[src/rtl/flight_pkg.sv]
// Shared command codes, one-hot selector constants and state encodings for
// the flight-mode command sequencer.
package flight_pkg;

  localparam logic [2:0] CMD_NOP     = 3'b000;
  localparam logic [2:0] CMD_ATTACK  = 3'b001;
  localparam logic [2:0] CMD_DEFENSE = 3'b010;
  localparam logic [2:0] CMD_STEALTH = 3'b011;
  localparam logic [2:0] CMD_WARP    = 3'b100;
  localparam logic [2:0] CMD_HALT    = 3'b101;

  localparam logic [3:0] MODE_RESET   = 4'b0001;
  localparam logic [3:0] MODE_ATTACK  = 4'b0010;
  localparam logic [3:0] MODE_DEFENSE = 4'b0100;
  localparam logic [3:0] MODE_STEALTH = 4'b1000;

  localparam logic [3:0] POS_ZERO   = 4'b0001;
  localparam logic [3:0] POS_NORMAL = 4'b0010;
  localparam logic [3:0] POS_JUMP   = 4'b0100;

  typedef enum logic [1:0] {
    ST_IDLE,
    ST_ATTACK,
    ST_DEFENSE,
    ST_STEALTH
  } mode_state_t;

  typedef enum logic [1:0] {
    WS_NONE,
    WS_CHARGE,
    WS_JUMP,
    WS_COOLDOWN
  } warp_state_t;

  function automatic logic [3:0] mode_onehot(input mode_state_t s);
    case (s)
      ST_ATTACK:  return MODE_ATTACK;
      ST_DEFENSE: return MODE_DEFENSE;
      ST_STEALTH: return MODE_STEALTH;
      default:    return MODE_RESET;
    endcase
  endfunction

  // IDLE forces zero position; the jump selector only exists for the JUMP cycle.
  function automatic logic [3:0] pos_onehot(input mode_state_t m, input warp_state_t w);
    if (m == ST_IDLE)      return POS_ZERO;
    else if (w == WS_JUMP) return POS_JUMP;
    else                   return POS_NORMAL;
  endfunction

endpackage

[src/rtl/cycle_timer.sv]
// Loadable down-counter; done is high while the count sits at zero.
module cycle_timer #(
  parameter int WIDTH = 8
) (
  input  logic             clk,
  input  logic             rst_n,
  input  logic             load,
  input  logic [WIDTH-1:0] load_value,
  input  logic             en,
  output logic             done
);

  logic [WIDTH-1:0] count;

  assign done = (count == '0);

  // NOTE: sequential state is written with non-blocking assignments only, so
  // every flop samples pre-edge values regardless of process ordering.
  always_ff @(posedge clk or negedge rst_n) begin
    if (!rst_n) begin
      count <= '0;
    end else if (load) begin
      count <= load_value;
    end else if (en && !done) begin
      count <= count - 1'b1;
    end
  end

endmodule

[src/rtl/flight_mode_ctrl.sv]
// Pilot command sequencer: mode FSM, warp charge/jump/cooldown FSM and the
// stealth time limit, driving registered one-hot velocity/position selectors.
module flight_mode_ctrl
  import flight_pkg::*;
#(
  parameter int WARP_CHARGE   = 8,
  parameter int WARP_COOLDOWN = 16,
  parameter int STEALTH_MAX   = 32
) (
  input  logic       clk,
  input  logic       rst_n,
  input  logic       cmd_valid,
  input  logic [2:0] cmd_code,
  output logic       cmd_ready,
  output logic [3:0] mode_sel,
  output logic [3:0] pos_sel,
  output logic       warp_busy,
  output logic       cmd_err
);

  localparam int WARP_MAX = (WARP_COOLDOWN > WARP_CHARGE) ? WARP_COOLDOWN : WARP_CHARGE;
  localparam int WW       = $clog2(WARP_MAX + 1);
  localparam int SW       = $clog2(STEALTH_MAX + 1);

  mode_state_t mode_q, mode_d;
  warp_state_t warp_q, warp_d;

  logic          accept;
  logic          cmd_taken;
  logic          err_d;
  logic          wt_load, wt_en, wt_done;
  logic [WW-1:0] wt_value;
  logic          st_load, st_en, st_done;
  logic [SW-1:0] st_value;

  assign accept = cmd_valid && cmd_ready;

  cycle_timer #(.WIDTH(WW)) u_warp_timer (
    .clk        (clk),
    .rst_n      (rst_n),
    .load       (wt_load),
    .load_value (wt_value),
    .en         (wt_en),
    .done       (wt_done)
  );

  cycle_timer #(.WIDTH(SW)) u_stealth_timer (
    .clk        (clk),
    .rst_n      (rst_n),
    .load       (st_load),
    .load_value (st_value),
    .en         (st_en),
    .done       (st_done)
  );

  // NOTE: every signal written here gets a default first; a path that skips
  // an assignment would otherwise infer a latch.
  always_comb begin
    mode_d    = mode_q;
    warp_d    = warp_q;
    err_d     = 1'b0;
    cmd_taken = 1'b0;
    wt_load   = 1'b0;
    wt_value  = '0;
    wt_en     = 1'b0;
    st_load   = 1'b0;
    st_value  = '0;
    st_en     = 1'b0;

    // Warp sequencing runs on its own; commands below may override it.
    case (warp_q)
      WS_CHARGE: begin
        if (wt_done) warp_d = WS_JUMP;
        else         wt_en  = 1'b1;
      end
      WS_JUMP: begin
        warp_d   = WS_COOLDOWN;
        wt_load  = 1'b1;
        wt_value = WW'(WARP_COOLDOWN - 1);
      end
      WS_COOLDOWN: begin
        if (wt_done) warp_d = WS_NONE;
        else         wt_en  = 1'b1;
      end
      default: ;
    endcase

    if (accept) begin
      case (cmd_code)
        CMD_NOP: ;
        CMD_ATTACK: begin
          mode_d    = ST_ATTACK;
          cmd_taken = 1'b1;
        end
        CMD_DEFENSE: begin
          mode_d    = ST_DEFENSE;
          cmd_taken = 1'b1;
        end
        CMD_STEALTH: begin
          mode_d    = ST_STEALTH;
          cmd_taken = 1'b1;
          st_load   = 1'b1;
          st_value  = SW'(STEALTH_MAX - 1);
        end
        CMD_WARP: begin
          // Only NONE or COOLDOWN can be seen here: ready is low otherwise.
          if (mode_q == ST_IDLE || warp_q == WS_COOLDOWN) begin
            err_d = 1'b1;
          end else begin
            warp_d    = WS_CHARGE;
            cmd_taken = 1'b1;
            wt_load   = 1'b1;
            wt_value  = WW'(WARP_CHARGE - 1);
          end
        end
        CMD_HALT: begin
          mode_d    = ST_IDLE;
          warp_d    = WS_NONE;
          cmd_taken = 1'b1;
        end
        default: err_d = 1'b1;
      endcase
    end

    // Stealth limit: a real command wins; NOP, errors and stalled cycles do not.
    if (mode_q == ST_STEALTH && !st_load) begin
      if (st_done && !cmd_taken) begin
        mode_d = ST_DEFENSE;
      end else if (warp_q != WS_CHARGE && warp_q != WS_JUMP) begin
        st_en = 1'b1;
      end
    end

    if (mode_d != ST_STEALTH) begin
      st_load  = 1'b1;
      st_value = '0;
    end
  end

  always_ff @(posedge clk or negedge rst_n) begin
    if (!rst_n) begin
      mode_q    <= ST_IDLE;
      warp_q    <= WS_NONE;
      mode_sel  <= MODE_RESET;
      pos_sel   <= POS_ZERO;
      cmd_ready <= 1'b1;
      warp_busy <= 1'b0;
      cmd_err   <= 1'b0;
    end else begin
      mode_q    <= mode_d;
      warp_q    <= warp_d;
      mode_sel  <= mode_onehot(mode_d);
      pos_sel   <= pos_onehot(mode_d, warp_d);
      cmd_ready <= (warp_d != WS_CHARGE) && (warp_d != WS_JUMP);
      warp_busy <= (warp_d != WS_NONE);
      cmd_err   <= err_d;
    end
  end

endmodule

[config.mk]
export PLATFORM = sky130hd
export DESIGN_NAME = flight_mode_ctrl
export DESIGN_NICKNAME = d
export VERILOG_FILES = /design/src/rtl/flight_pkg.sv /design/src/rtl/cycle_timer.sv /design/src/rtl/flight_mode_ctrl.sv
export SDC_FILE = /design/constraint.sdc
export NUM_CORES = 1
export LEC_CHECK = 0
export BUFFER_PORTS_ARGS = -buffer_cell sky130_fd_sc_hd__buf_2
export CAP_MARGIN = 20
export CORE_MARGIN = 2
export CORE_UTILIZATION = 56
export DETAILED_ROUTE_END_ITERATION = 6
export PLACE_DENSITY = 0.75
export SYNTH_ARGS = -nofsm -noshare
export SYNTH_HDL_FRONTEND = slang
export SYNTH_SLANG_ARGS = --single-unit
[constraint.sdc]
create_clock -name clk -period 2.19 [get_ports clk]
set_input_delay 0.219 -clock clk [delete_from_list [all_inputs] [get_ports clk]]
set_output_delay 0.219 -clock clk [all_outputs]
set_load 0.02 [all_outputs]
==> results of run 1 <==
[per-layer routing]
layer	share of wire	vias to the layer above	wire length, µm
met3	0.029	7	69
li1	-	482	-
met4	0.022	0	52
met2	0.48	19	1140
met5	0	-	0
met1	0.47	455	1110
[cell type report]
type,count,area (µm²),area share
Multi-Input combinational cell,90,628,0.435
Sequential cell,24,603,0.418
Timing Repair Buffer,18,100,0.0693
Inverter,11,41.3,0.0286
Clock buffer,4,36.3,0.0251
Tap cell,28,35.0,0.0243
[power groups by stage]
stage	clock network [mW]	logic [mW]	registers (mW)
4_1_cts	0.240	0.559	0.638
3_3_place_gp	0	0.508	0.644
3_5_place_dp	0	0.538	0.649
6_report	0.244	0.576	0.645
2_1_floorplan	0	0.355	0.684
5_1_grt	0.260	0.638	0.655
[repair_timing]
item / in CTS / in global routing
setup endpoints to repair: 1 / 1
resized for setup: 0 / 4
endpoints found under the hold margin: 22 / 0
setup buffers: 1 / 1
hold buffers: 1 / 0
pin swaps: 0 / 0
[worst max path at each step]
| stage | endpoint | slack, ns | cells after the start |
|---|---|---|---|
| floorplan | pos_sel[1] | 0.17 | 7 |
| global placement | pos_sel[1] | 0.08 | 7 |
| detailed placement | pos_sel[1] | 0.05 | 7 |
| CTS | pos_sel[1] | 0.02 | 7 |
| global route | pos_sel[1] | 0.009 | 7 |
| finish | pos_sel[1] | 0.03 | 7 |
[placed cells by master (no fill, tap or decap), types with 2 or more instances in the layout]
master and n:
nand4b_1 2, nor2b_1 4, nor3_1 3, xnor2_1 2, dfstp_2 2, a22oi_1 2, ha_1 8, inv_2 3
o21a_1 2, a21oi_1 5, buf_4 2, clkbuf_4 3, nand3_1 5, dfrtp_1 22, buf_2 15, nand3b_1 2
o21ai_0 6, nand2_1 9, inv_1 8, xor2_1 4, nor2_1 13
[metrics by stage]
| stage | total power [mW] | utilization | area, µm² |
|---|---|---|---|
| after floorplan | 1.04 | - | 1300 |
| after global placement | 1.15 | 0.628 | 1380 |
| after detailed placement | 1.19 | 0.628 | 1380 |
| after CTS | 1.44 | 0.653 | 1430 |
| after global routing | 1.55 | 0.659 | 1440 |
| final | 1.47 | 0.659 | 1440 |
[state kept, by name (all words and copies together), names as in the netlist]
register / cells
mode_q: 2
mode_sel: 3
cmd_ready: 1
u_stealth_timer.count: 6
cmd_err: 1
warp_busy: 1
pos_sel: 3
u_warp_timer.count: 5
warp_q: 2
[cell families after synthesis]
family          after synthesis
simple gates                 49
compound gates               24
fa+ha+maj                     9
flops                        24
other cells                   1
xor+xnor                      6
mux                           1
buf+inv                      15
==> impl_metrics.env, run 1 <==
export IMPL_dr_pass1_iters=4
export IMPL_synth_xor_area_share=0.0405
export IMPL_hold_viol=0
export IMPL_grt_max_degree=25
export IMPL_worst_path_buf_inv=1
export IMPL_avgSynthCellArea_um2=10.0
export IMPL_cts_tree="built"
export IMPL_die_w_um=52.1
export IMPL_max_stage_delay_ns=0.46
export IMPL_ys_ff_latch=24
export IMPL_slew_headroom=0.602
export IMPL_grt_met2_usage=0.333
export IMPL_crit_path_cell_trace="inv_2 > ha_2 > or4b_4 > a2111o_1 > o221a_2 > ha_1 > o21ba_1"
export IMPL_worst_pin_slew_ns=0.589
export IMPL_synth_cells=129
export IMPL_grtUsageMet1=0.239
export IMPL_synth_mux_area_fraction=0.00772
export IMPL_endpoint_kind="register"
export IMPL_hold_path_class="in2reg"
export IMPL_place_congestion=0.824
export IMPL_setup_tns_ns=0
export IMPL_crit_start="u_warp_timer.count[0]"
export IMPL_path_clk_slew_ns=0.14
export IMPL_ys_flop_type="dfrtp_1"
export IMPL_synth_top_family_by_area="simple AND/OR/NAND/NOR gates"
export IMPL_clkPwrFrac=0.167
export IMPL_r2r_setup_slack_ns=0.03
export IMPL_p_int_mw=0.904
export IMPL_routedWlPerCell_um=13.5
export IMPL_grt_pass1_wl_mm=3.87
export IMPL_r2r_start="u_warp_timer.count[0]"
export IMPL_hpwl_mm=1.80
export IMPL_wl_mm=2.37
export IMPL_fillers=176
export IMPL_clk_path_buf_depth=2
export IMPL_crit_type="reg2reg"
export IMPL_synth_cell_types=43
export IMPL_num_rows=17
export IMPL_yosysMostFrequentCell="dfrtp_1"
export IMPL_grt_overflow=0
export IMPL_synth_edff_count=0
export IMPL_io_pin_count=17
export IMPL_hold_start="cmd_valid"
export IMPL_finalNonFillerCells=175
export IMPL_layout_nets=163
export IMPL_dp_cells=168
export IMPL_crit_fanout=3
export IMPL_timing_max_transition_violations_final=0
export IMPL_h_tree_depth=1
export IMPL_clock_sinks=24
export IMPL_grt_usage=0.199
export IMPL_gr_usage_met3=0.0431
export IMPL_coreArea_um2=2190
export IMPL_power_density_nw_per_um2=1010
export IMPL_combPwrFrac=0.393
export IMPL_synth_commonest_cells="dfrtp_1, nor2_1, inv_1, ha_1, nand2_1"
export IMPL_yosys_area_share_simple=0.209
export IMPL_cts_buffers=3
export IMPL_path_delay_family="compound AO/OA/AOI/OAI gates"
export IMPL_ant_nets=0
export IMPL_antenna_found_initial=0
export IMPL_layout_min_cycle_time_ns=2.16
export IMPL_area_growth_pct=11.4
export IMPL_clk_latency_ns=0.33
export IMPL_synthAdderAreaFrac=0.0869
export IMPL_num_antenna_cells=0
export IMPL_synth_compound_area_frac=0.132
export IMPL_critPathSlowestCell="or4b_4"
export IMPL_root_buffer="clkbuf_4"
export IMPL_finalWorstSetupSlack_ns=0.0346
export IMPL_synth_area_leaders="dfrtp_1, ha_1, dfstp_2"
export IMPL_ir_worst_vdd_v=0.000980
export IMPL_synth_nets=144
export IMPL_yosysSeqAreaShare=0.465
export IMPL_start_util=0.592
export IMPL_synth_top_area_frac=0.425
export IMPL_crit_path_start_kind="register"
export IMPL_vias_per_cell=5.50
export IMPL_hold_end="cmd_err"
export IMPL_rr_worst_depth=7
export IMPL_p_leak_nw=0.664
export IMPL_power_switching_mw=0.561
export IMPL_hold_slack_ns=0.152
export IMPL_holdPathStages=2
export IMPL_crit_required_ns=2.47
export IMPL_async_reset_ff_frac=1.00
export IMPL_drt_iter0_markers=12
export IMPL_swShare=0.383
export IMPL_rsz0062_at_grt="no"
export IMPL_ys_warn_count=0
export IMPL_outcome="finished clean"
export IMPL_setup_viol_count_final=0
export IMPL_drv_cap=0
export IMPL_pre_cts_slack_ns=0.0459
export IMPL_numPortBuffers=15
export IMPL_synth_top_cell_by_area="dfrtp_1"
export IMPL_grt_pass1_vias=907
export IMPL_fin_crit_sh=0.984
export IMPL_remaining_drc_errors=0
export IMPL_r2r_end="pos_sel[1]"
export IMPL_pwr_share_seq=0.440
export IMPL_layout_drive_gt1_share=0.224
export IMPL_syn_area_um2=1300
export IMPL_finalClockSkew_ns=0.00110
export IMPL_die_h_um=52.1
export IMPL_cp_arrival_ns=2.43
export IMPL_timing_fmax_ghz=0.464
export IMPL_top_usage_layer="met2"
export IMPL_die_area_um2=2720
export IMPL_vias=963
Power figures use the tool's default switching activity.
==> run 2: changes to the inputs <==
--- a/config.mk
+++ b/config.mk
@@ -5,10 +5,11 @@
 export SDC_FILE = /design/constraint.sdc
 export NUM_CORES = 1
 export LEC_CHECK = 0
+export ABC_AREA = 1
 export BUFFER_PORTS_ARGS = -buffer_cell sky130_fd_sc_hd__buf_2
 export CAP_MARGIN = 20
 export CORE_MARGIN = 2
-export CORE_UTILIZATION = 56
+export CORE_UTILIZATION = 57
 export DETAILED_ROUTE_END_ITERATION = 6
 export PLACE_DENSITY = 0.75
 export SYNTH_ARGS = -nofsm -noshare
==> run 2 against run 1 <==
  * Synthesized cell count increased by 43%
  * Sequential share of layout area decreased by 5.4 points
  * Cell count increased by 34%
  * First-iteration DRC count increased to 4.0 times the previous value
  * Largest power group is now combinational cells
==> impl_metrics.env, run 2 <==
export IMPL_dpl_instance_area_um2=1610
export IMPL_hold_path_class="in2reg"
export IMPL_synth_top_area_frac=0.366
export IMPL_hold_end="cmd_err"
export IMPL_num_antenna_cells=0
export IMPL_vias=1195
export IMPL_largest_register_ffs=6
export IMPL_yosysMostFrequentCell="inv_1"
export IMPL_io_pin_count=17
export IMPL_hold_start="cmd_valid"
export IMPL_coreArea_um2=2500
export IMPL_ys_warn_count=0
export IMPL_remaining_drc_errors=0
export IMPL_wl_mm=2.84
export IMPL_layout_drive_gt1_share=0.225
export IMPL_crit_required_ns=2.41
export IMPL_grt_max_degree=25
export IMPL_endpoint_kind="register"
export IMPL_outcome="finished clean"
export IMPL_rsz0062_at_grt="no"
export IMPL_grt_pass1_vias=1208
export IMPL_num_rows=18
export IMPL_ys_flop_type="dfrtp_1"
export IMPL_grt_overflow=0
export IMPL_yosysSeqAreaShare=0.401
export IMPL_die_area_um2=3070
export IMPL_layout_min_cycle_time_ns=1.93
export IMPL_antenna_found_initial=0
export IMPL_numPortBuffers=15
export IMPL_r2r_start="u_warp_timer.count[0]"
export IMPL_vias_per_cell=5.11
export IMPL_layout_nets=220
export IMPL_crit_fanout=4
export IMPL_synth_area_leaders="dfrtp_1, inv_1, nand2_1"
export IMPL_start_util=0.602
export IMPL_path_clk_slew_ns=0.13
export IMPL_final_cell_mix="nand2_1, inv_1, dfrtp_1"
export IMPL_syn_area_um2=1500
export IMPL_ir_worst_vdd_v=0.000873
export IMPL_area_growth_pct=10.2
export IMPL_setup_viol_count_final=0
export IMPL_top_regs="u_stealth_timer.count (6), u_warp_timer.count (5)"
export IMPL_die_w_um=55.4
export IMPL_hold_viol=0
export IMPL_async_reset_ff_frac=1.00
export IMPL_root_buffer="clkbuf_4"
export IMPL_avgSynthCellArea_um2=8.13
export IMPL_power_density_nw_per_um2=1390
export IMPL_synth_edff_count=0
export IMPL_max_stage_delay_ns=0.40
export IMPL_slew_headroom=0.655
export IMPL_ant_nets=0
export IMPL_rr_worst_depth=14
export IMPL_r2r_end="pos_sel[2]"
export IMPL_routedWlPerCell_um=12.1
export IMPL_drv_cap=0
export IMPL_crit_start="u_warp_timer.count[0]"
export IMPL_dr_pass1_iters=4
export IMPL_crit_path_start_kind="register"
export IMPL_clock_sinks=24
export IMPL_crit_path_cell_trace="inv_1 > ha_1 > inv_1 > nor2_2 > nand2_1 > o21ai_1 > inv_1 > o21ai_1 > o21ai_0 > o21ai_1 > inv_1 > ha_1 > inv_1 > nor2_1"
export IMPL_worst_pin_slew_ns=0.517
export IMPL_grt_usage=0.206
export IMPL_critPathSlowestCell="dfrtp_1"
export IMPL_h_tree_depth=1
export IMPL_fin_crit_sh=0.882
export IMPL_grt_pass1_wl_mm=5.09
export IMPL_ys_ff_latch=24
export IMPL_synth_cells=185
export IMPL_final_area_um2=1660
export IMPL_crit_top_cell="inv_1"
export IMPL_cts_tree="built"
export IMPL_clk_latency_ns=0.31
export IMPL_synth_commonest_cells="inv_1, nand2_1, dfrtp_1, nor2_1, nand3_1"
export IMPL_hold_slack_ns=0.186
export IMPL_top_register="u_stealth_timer.count"
export IMPL_synth_cell_types=30
export IMPL_cp_arrival_ns=2.15
export IMPL_holdPathStages=3
export IMPL_p_leak_nw=0.892
export IMPL_synth_top_cell_by_area="dfrtp_1"
export IMPL_die_h_um=55.4
export IMPL_synth_nets=200
export IMPL_setup_tns_ns=0
export IMPL_crit_type="reg2reg"
export IMPL_drt_iter0_markers=48
export IMPL_clk_path_buf_depth=2
export IMPL_hpwl_mm=2.22
export IMPL_r2r_setup_slack_ns=0.26
export IMPL_finalClockSkew_ns=0.00220
export IMPL_timing_fmax_ghz=0.517
export IMPL_place_congestion=0.897
export IMPL_postCtsSetupBuffers=0
export IMPL_timing_max_transition_violations_final=0
export IMPL_cts_buffers=3
-- run 2: what timing repair did --
item | CTS | global route
hold endpoints to repair | 22 | 0
endpoints found under the setup margin | 0 | 2
hold buffers | 1 | 0
resized for setup | 0 | 2
-- run 2: final cells by class --
type / count / area, µm²
Tap cell: 30 / 37.5
Clock buffer: 4 / 36.3
Inverter: 37 / 140
Fill cell: 199 / 842
Sequential cell: 24 / 603
Multi-Input combinational cell: 122 / 748
Timing Repair Buffer: 17 / 92.6
-- run 2: cells by family after synthesis --
kind of cell | share of synthesized area
AO/OA/AOI/OAI | 0.0799
XOR/XNOR | 0.0233
adder cells (fa/ha/maj) | 0.0749
buffers and inverters | 0.103
flip-flops | 0.401
other | 0.00249
AND/OR/NAND/NOR | 0.315
-- run 2: layer usage --
| layer | vias up | track usage | routed length, µm |
|---|---|---|---|
| li1 | 615 | - | - |
| met1 | 561 | 0.260 | 1300 |
| met2 | 17 | 0.359 | 1460 |
| met3 | 2 | 0.0234 | 65 |
| met4 | 0 | 0.0801 | 15 |
| met5 | - | 0 | 0 |
-- run 2: through the flow --
stage	utilization	power (mW)	instances	setup WS, ns
floorplan	-	1.73	185	0.377
global placement	0.644	2.00	229	0.326
detailed placement	0.644	2.06	229	0.243
CTS	0.662	2.30	234	0.220
global route	0.663	2.53	234	0.00360
finish	0.663	2.30	234	0.258
-- run 2: how the worst max path moves through the flow --
stage / endpoint / cells past startpoint
2_1_floorplan: pos_sel[2] / 14
3_3_place_gp: pos_sel[2] / 14
3_5_place_dp: pos_sel[2] / 14
4_1_cts: pos_sel[2] / 14
5_1_grt: pos_sel[2] / 14
6_report: pos_sel[2] / 14
-- run 2: power by group --
group	switching [mW]	internal, mW	total [mW]
sequential	0.114	0.635	0.749
clock	0.136	0.102	0.237
combinational	0.846	0.468	1.31
total	1.10	1.20	2.30
-- run 2: worst max-delay path: cells and delay by family, from the launching register on --
family	cells	cell delay, ns
AOI/OAI and AO/OA	4	0.46
DFF	1	0.40
buffers and inverters	5	0.39
adders and majority gates	2	0.37
and+or+nand+nor	3	0.21
